`src/rtl/sram_arbiter2_if.sv`:
```
// Bundle of the two master req/done handshakes and the single-port SRAM bus.
// The arbiter takes the slave modport; the requesters and memory model take master.
interface sram_arbiter2_if #(
  parameter int AW = 8,
  parameter int DW = 8
) ();
  logic          m0_req;
  logic          m0_write;
  logic [AW-1:0] m0_addr;
  logic [DW-1:0] m0_wdata;
  logic          m0_gnt;
  logic          m0_done;
  logic [DW-1:0] m0_rdata;

  logic          m1_req;
  logic          m1_write;
  logic [AW-1:0] m1_addr;
  logic [DW-1:0] m1_wdata;
  logic          m1_gnt;
  logic          m1_done;
  logic [DW-1:0] m1_rdata;

  logic [AW-1:0] saddr;
  logic [DW-1:0] sdatain;
  logic          swrite;
  logic [DW-1:0] srdataout;

  modport slave (
    input  m0_req, m0_write, m0_addr, m0_wdata,
    output m0_gnt, m0_done, m0_rdata,
    input  m1_req, m1_write, m1_addr, m1_wdata,
    output m1_gnt, m1_done, m1_rdata,
    output saddr, sdatain, swrite,
    input  srdataout
  );

  modport master (
    output m0_req, m0_write, m0_addr, m0_wdata,
    input  m0_gnt, m0_done, m0_rdata,
    output m1_req, m1_write, m1_addr, m1_wdata,
    input  m1_gnt, m1_done, m1_rdata,
    input  saddr, sdatain, swrite,
    output srdataout
  );
endinterface

```
`src/rtl/sram_arbiter2.sv`:
```
// Two-master round-robin arbiter/sequencer for a single-port SRAM with a
// fixed read latency; one transaction at a time, IDLE cycle between them.
module sram_arbiter2 #(
  parameter int AW     = 8,
  parameter int DW     = 8,
  parameter int RD_LAT = 1
) (
  input logic         clk,
  input logic         rst,
  sram_arbiter2_if.slave bus
);

  typedef enum logic [1:0] {IDLE, ACCESS, WAIT, DONE} state_t;

  localparam logic [2:0] WAIT_LOAD = (RD_LAT > 0) ? 3'(RD_LAT - 1) : 3'd0;

  state_t        state;
  logic          owner;
  logic          ptr;
  logic          cmd_write;
  logic [2:0]    cnt;
  logic          gnt0, gnt1;
  logic          done0, done1;
  logic          swrite_r;
  logic [AW-1:0] saddr_r;
  logic [DW-1:0] sdatain_r;
  logic [DW-1:0] rdata0, rdata1;

  logic          pick;
  logic          pick_write;
  logic [AW-1:0] pick_addr;
  logic [DW-1:0] pick_wdata;

  // ptr holds the last master served; on a tie the other one wins.
  always_comb begin
    pick = 1'b0;
    if (bus.m0_req && bus.m1_req) begin
      pick = ~ptr;
    end else begin
      pick = bus.m1_req;
    end
    pick_write = pick ? bus.m1_write : bus.m0_write;
    pick_addr  = pick ? bus.m1_addr  : bus.m0_addr;
    pick_wdata = pick ? bus.m1_wdata : bus.m0_wdata;
  end

  // saddr_r/sdatain_r double as the latched command, so later master changes are ignored.
  always_ff @(posedge clk or posedge rst) begin
    if (rst) begin
      state     <= IDLE;
      owner     <= 1'b0;
      ptr       <= 1'b1;
      cmd_write <= 1'b0;
      cnt       <= 3'd0;
      gnt0      <= 1'b0;
      gnt1      <= 1'b0;
      done0     <= 1'b0;
      done1     <= 1'b0;
      swrite_r  <= 1'b0;
      saddr_r   <= '0;
      sdatain_r <= '0;
      rdata0    <= '0;
      rdata1    <= '0;
    end else begin
      case (state)
        IDLE: begin
          if (bus.m0_req || bus.m1_req) begin
            owner     <= pick;
            cmd_write <= pick_write;
            saddr_r   <= pick_addr;
            sdatain_r <= pick_wdata;
            swrite_r  <= pick_write;
            gnt0      <= ~pick;
            gnt1      <= pick;
            state     <= ACCESS;
          end
        end
        ACCESS: begin
          swrite_r <= 1'b0;
          if (cmd_write) begin
            done0 <= ~owner;
            done1 <= owner;
            state <= DONE;
          end else if (RD_LAT == 0) begin
            if (owner) rdata1 <= bus.srdataout;
            else       rdata0 <= bus.srdataout;
            done0 <= ~owner;
            done1 <= owner;
            state <= DONE;
          end else begin
            cnt   <= WAIT_LOAD;
            state <= WAIT;
          end
        end
        WAIT: begin
          if (cnt == 3'd0) begin
            if (owner) rdata1 <= bus.srdataout;
            else       rdata0 <= bus.srdataout;
            done0 <= ~owner;
            done1 <= owner;
            state <= DONE;
          end else begin
            cnt <= cnt - 3'd1;
          end
        end
        DONE: begin
          done0 <= 1'b0;
          done1 <= 1'b0;
          gnt0  <= 1'b0;
          gnt1  <= 1'b0;
          ptr   <= owner;
          state <= IDLE;
        end
        default: state <= IDLE;
      endcase
    end
  end

  assign bus.m0_gnt   = gnt0;
  assign bus.m1_gnt   = gnt1;
  assign bus.m0_done  = done0;
  assign bus.m1_done  = done1;
  assign bus.m0_rdata = rdata0;
  assign bus.m1_rdata = rdata1;
  assign bus.saddr    = saddr_r;
  assign bus.sdatain  = sdatain_r;
  assign bus.swrite   = swrite_r;

endmodule

```
`src/flat_wrapper.sv`:
```
// flat-port wrapper written by rule: the top's interface ports become plain ports
module sram_arbiter2_flat 
#(
  parameter int AW     = 8,
  parameter int DW     = 8,
  parameter int RD_LAT = 1
)
  (clk, rst, bus_m0_req, bus_m0_write, bus_m0_addr, bus_m0_wdata, bus_m0_gnt, bus_m0_done, bus_m0_rdata, bus_m1_req, bus_m1_write, bus_m1_addr, bus_m1_wdata, bus_m1_gnt, bus_m1_done, bus_m1_rdata, bus_saddr, bus_sdatain, bus_swrite, bus_srdataout);
  sram_arbiter2_if #(.AW(AW), .DW(DW)) bus_i ();
  input logic clk;
  input logic rst;
  input wire logic [$bits(bus_i.m0_req)-1:0] bus_m0_req;
  input wire logic [$bits(bus_i.m0_write)-1:0] bus_m0_write;
  input wire logic [$bits(bus_i.m0_addr)-1:0] bus_m0_addr;
  input wire logic [$bits(bus_i.m0_wdata)-1:0] bus_m0_wdata;
  output wire logic [$bits(bus_i.m0_gnt)-1:0] bus_m0_gnt;
  output wire logic [$bits(bus_i.m0_done)-1:0] bus_m0_done;
  output wire logic [$bits(bus_i.m0_rdata)-1:0] bus_m0_rdata;
  input wire logic [$bits(bus_i.m1_req)-1:0] bus_m1_req;
  input wire logic [$bits(bus_i.m1_write)-1:0] bus_m1_write;
  input wire logic [$bits(bus_i.m1_addr)-1:0] bus_m1_addr;
  input wire logic [$bits(bus_i.m1_wdata)-1:0] bus_m1_wdata;
  output wire logic [$bits(bus_i.m1_gnt)-1:0] bus_m1_gnt;
  output wire logic [$bits(bus_i.m1_done)-1:0] bus_m1_done;
  output wire logic [$bits(bus_i.m1_rdata)-1:0] bus_m1_rdata;
  output wire logic [$bits(bus_i.saddr)-1:0] bus_saddr;
  output wire logic [$bits(bus_i.sdatain)-1:0] bus_sdatain;
  output wire logic [$bits(bus_i.swrite)-1:0] bus_swrite;
  input wire logic [$bits(bus_i.srdataout)-1:0] bus_srdataout;
  assign bus_i.m0_req = bus_m0_req;
  assign bus_i.m0_write = bus_m0_write;
  assign bus_i.m0_addr = bus_m0_addr;
  assign bus_i.m0_wdata = bus_m0_wdata;
  assign bus_m0_gnt = bus_i.m0_gnt;
  assign bus_m0_done = bus_i.m0_done;
  assign bus_m0_rdata = bus_i.m0_rdata;
  assign bus_i.m1_req = bus_m1_req;
  assign bus_i.m1_write = bus_m1_write;
  assign bus_i.m1_addr = bus_m1_addr;
  assign bus_i.m1_wdata = bus_m1_wdata;
  assign bus_m1_gnt = bus_i.m1_gnt;
  assign bus_m1_done = bus_i.m1_done;
  assign bus_m1_rdata = bus_i.m1_rdata;
  assign bus_saddr = bus_i.saddr;
  assign bus_sdatain = bus_i.sdatain;
  assign bus_swrite = bus_i.swrite;
  assign bus_i.srdataout = bus_srdataout;
  sram_arbiter2 #(.AW(AW), .DW(DW), .RD_LAT(RD_LAT)) u_core (.clk(clk), .rst(rst), .bus(bus_i));
endmodule
```
`config.mk`:
```
export PLATFORM = sky130hd
export DESIGN_NAME = sram_arbiter2_flat
export DESIGN_NICKNAME = d
export VERILOG_FILES = /design/src/rtl/sram_arbiter2_if.sv /design/src/rtl/sram_arbiter2.sv /design/src/flat_wrapper.sv
export SDC_FILE = /design/constraint.sdc
export NUM_CORES = 1
export LEC_CHECK = 0
export ABC_AREA = 1
export CORE_MARGIN = 2
export CORE_UTILIZATION = 44
export DETAILED_ROUTE_END_ITERATION = 10
export GPL_TIMING_DRIVEN = 0
export PLACE_DENSITY_LB_ADDON = 0.05
export SYNTH_ARGS = -nofsm -noshare
export SYNTH_HDL_FRONTEND = slang
export SYNTH_SLANG_ARGS = --single-unit
```
`constraint.sdc`:
```
create_clock -name clk -period 1.8 [get_ports clk]
set_clock_uncertainty 0.2 [all_clocks]
set_input_delay 0.18 -clock clk [delete_from_list [all_inputs] [get_ports clk]]
set_output_delay 0.18 -clock clk [all_outputs]
set_load 0.02 [all_outputs]
```
==> metrics.txt <==
post-synthesis register bit count=between 40 and 50; worst setup path endpoint=u_core.bus.m0_rdata[0]; DR DRC count=0; Clock Tree Root=clkbuf_8; Leak=approximately 1.6 nW; Starting Density=0.449; Critical Path RT=about 1.8 ns; layout cells sized above 1=0.132; # diodes=0; worst-case reg-to-reg path depth=8; met1 Use GR=0.253; Yosys top cell area share=0.487; Antenna Violating Nets Remaining=0; largest area contributor in the netlist=dfrtp_1; area delta synth->final=45.0%; Worst Setup SP=u_core.state[0]; CTS tree=done; HPWL after DPL=~3700 µm; Detailed Routing Iterations Pass 1=4; GR Util met2=0.296; Ports=slightly above 80; antenna violations before repair=0; Crit Path Class=reg -> reg; Yosys warning count=0; die height=~76 µm; clk slew on worst S/H paths=~0.09 ns; chip width=approximately 76 µm; ranking of synthesized cells by area=dfrtp_1 (49%), nand2_1 (22%), o21ai_2 (6.6%); status=complete, no violations; vias per std cell=approximately 4.4; post-synthesis sequential area ratio=0.498; Syn Std Cell Area=~2300 µm²; Peak VDD IR=about 0.00095 V; P_sw=about 2.3 mW; Clk Latency, worst-skew pair=0.30 ns; crit path max fanout=10; synthesized area per cell=slightly above 8 µm²; clock buffer depth=2; CORE AREA=~5000 µm²; Setup Slack @ Placement=around 0.052 ns; CTS Sinks=45; Final Cycle Share=0.936; RD Place Congestion=just over 0.8; Synth cell types=20; global route overflow=0; GR Util All Layers=0.190; capture point of the worst reg-to-reg path=u_core.bus.m0_rdata[0]; nets=417; max-slew violations=0; PD cells=roughly 1700 nW/µm²; IO Port Bufs=a little over 80; Cells after Synth=274; fmax=593 MHz; Comb power frac=0.561; first-pass GRT wire length=between 8000 and 9000 µm; setup ws final=roughly 0.11 ns; WHS=around 0.0060 ns; max cap viols=0; switching portion of total power=0.427; GR peak layer=met2; post-synthesis net count=around 330; Worst-Margin Slew=roughly 0.47 ns; FILL cells=447; largest net degree at the start of global routing=26; Avg WL per Cell=around 11 µm; drt first-iter violations=78; drt total wl=about 5000 µm; FP Rows=26; Final Setup Violations=0; Clk network pwr share=0.114; Period minus WS final=approximately 1.7 ns; Reg2Reg Setup Slack=between 0.1 and 0.15 ns; routed via count=about 1900; area of the multi-input gates=approximately 950 µm²; H-tree levels=2; crit path launch type=flop; final hold vios=0; Worst R2R Start=u_core.state[0]; worst relative slew slack=0.685; CTS Buf Count=5; Hold Crit Class=in -> async; crit path DAT=between 1.5 and 2 ns; met3 Use GR=0.0688; Die Area=5730 µm²; Internal Pwr Total=approximately 3.1 mW; RSZ-0062 raised after global routing=no; Seq. cell area=1130 µm²; vias in the first global route=between 1500 and 2000; critical path endpoint category=flop; Seq pwr share=0.325
## worst min-delay path by stage
stage	start	to	slack, ns
6_report	rst	u_core.bus.saddr[2]	0.006
3_3_place_gp	u_core.bus.saddr[1]	u_core.bus.saddr[1]	0.26
2_1_floorplan	bus_srdataout[0]	u_core.bus.m0_rdata[0]	0.16
5_1_grt	rst	u_core.bus.sdatain[2]	0.06
3_5_place_dp	u_core.bus.saddr[6]	u_core.bus.saddr[6]	0.26
4_1_cts	rst	u_core.bus.saddr[2]	0.02
## what timing repair did
action                                  in CTS  in global routing
setup buffers                                0                  0
resized for setup                            0                  2
hold buffers                                 0                  0
endpoints found under the setup margin       0                 19
## state kept, by name (all words and copies together), names as in the netlist
| register | count |
|---|---|
| u_core.bus.m0_rdata | 8 |
| u_core.bus.m1_rdata | 8 |
| u_core.bus.saddr | 8 |
| u_core.bus.sdatain | 8 |
| u_core.cnt | 3 |
| u_core.state | 2 |
| u_core.bus.m0_done | 1 |
| u_core.bus.m0_gnt | 1 |
| u_core.bus.m1_done | 1 |
| u_core.bus.m1_gnt | 1 |
| u_core.bus.swrite | 1 |
| u_core.cmd_write | 1 |
| u_core.owner | 1 |
| u_core.ptr | 1 |
## worst max-delay path, stage by stage, from the launching register on
cell and delay (ns):
dfrtp_1 0.45, inv_2 0.12, ha_1 0.16, inv_1 0.09
nor2_4 0.17, nand2_4 0.11, buf_6 0.17, nand2_1 0.07
o21ai_2 0.05
## per-stage QoR
stage	instance area (µm²)	utilization	TNS, ns	total power, mW	instances
after global routing	3280	0.650	0	5.93	435
after CTS	3280	0.650	0	5.54	435
after detailed placement	3190	0.633	0	4.91	427
after global placement	3170	0.629	-26.22	4.84	426
final	3280	0.650	0	5.48	435
after floorplan	2260	-	0	3.67	274
## area by class of cell
class | count | area share
sequential | 45 | 0.344
clock inverter | 3 | 0.00534
clock buffer | 5 | 0.0210
buffer | 8 | 0.0271
timing repair buffer | 83 | 0.256
multi-input combinational | 194 | 0.289
inverter | 27 | 0.0309
tap | 70 | 0.0267
## cells in the final DEF, fill, tap and decap left out, drive strengths merged
| cell | Yosys | layout |
|---|---|---|
| nor2 | 4 | 4 |
| xnor2 | 1 | 1 |
| buf | 8 | 9 |
| inv | 27 | 27 |
| a21oi | 2 | 2 |
| nand2 | 141 | 141 |
| clkbuf | 0 | 5 |
| clkdlybuf4s50 | 0 | 82 |
| clkinvlp | 0 | 1 |
| ha | 7 | 7 |
| nand3 | 9 | 9 |
| clkinv | 0 | 2 |
| dfstp | 1 | 1 |
| dfrtp | 44 | 44 |
| nand3b | 1 | 1 |
| o21ai | 29 | 29 |
## logic make-up after synthesis
kind of cell,after synthesis,share of synthesized area
compound gates,31,0.0968
xor+xnor,1,0.00387
fa+ha+maj,7,0.0387
buf+inv,35,0.0841
flops,45,0.498
simple gates,155,0.278
## power groups by stage
stage               clock, mW  combinational [mW]  sequential [mW]
finish                  0.624                3.07             1.78
global route            0.680                3.41             1.84
CTS                     0.639                3.12             1.79
detailed placement          0                3.11             1.80
global placement            0                3.05             1.79
floorplan                   0                1.42             2.24
## layer usage
metal,wire (µm),up-vias
li1,-,1015
met1,2290,862
met2,2270,46
met3,355,6
met4,55,0
met5,0,-
## synth_stat cells
master	count
nand2_1	135
buf_6	5
inv_1	24
inv_2	3
nand3_1	9
dfstp_2	1
buf_2	1
ha_1	7
buf_12	1
nand3b_1	1
nor2_4	1
dfrtp_1	44
o21ai_2	17
a21oi_1	2
xnor2_1	1
nand2_4	2
buf_4	1
o21ai_0	12
nand2_2	4
nor2_1	3
Note: power is estimated with default switching activity, not from simulation.
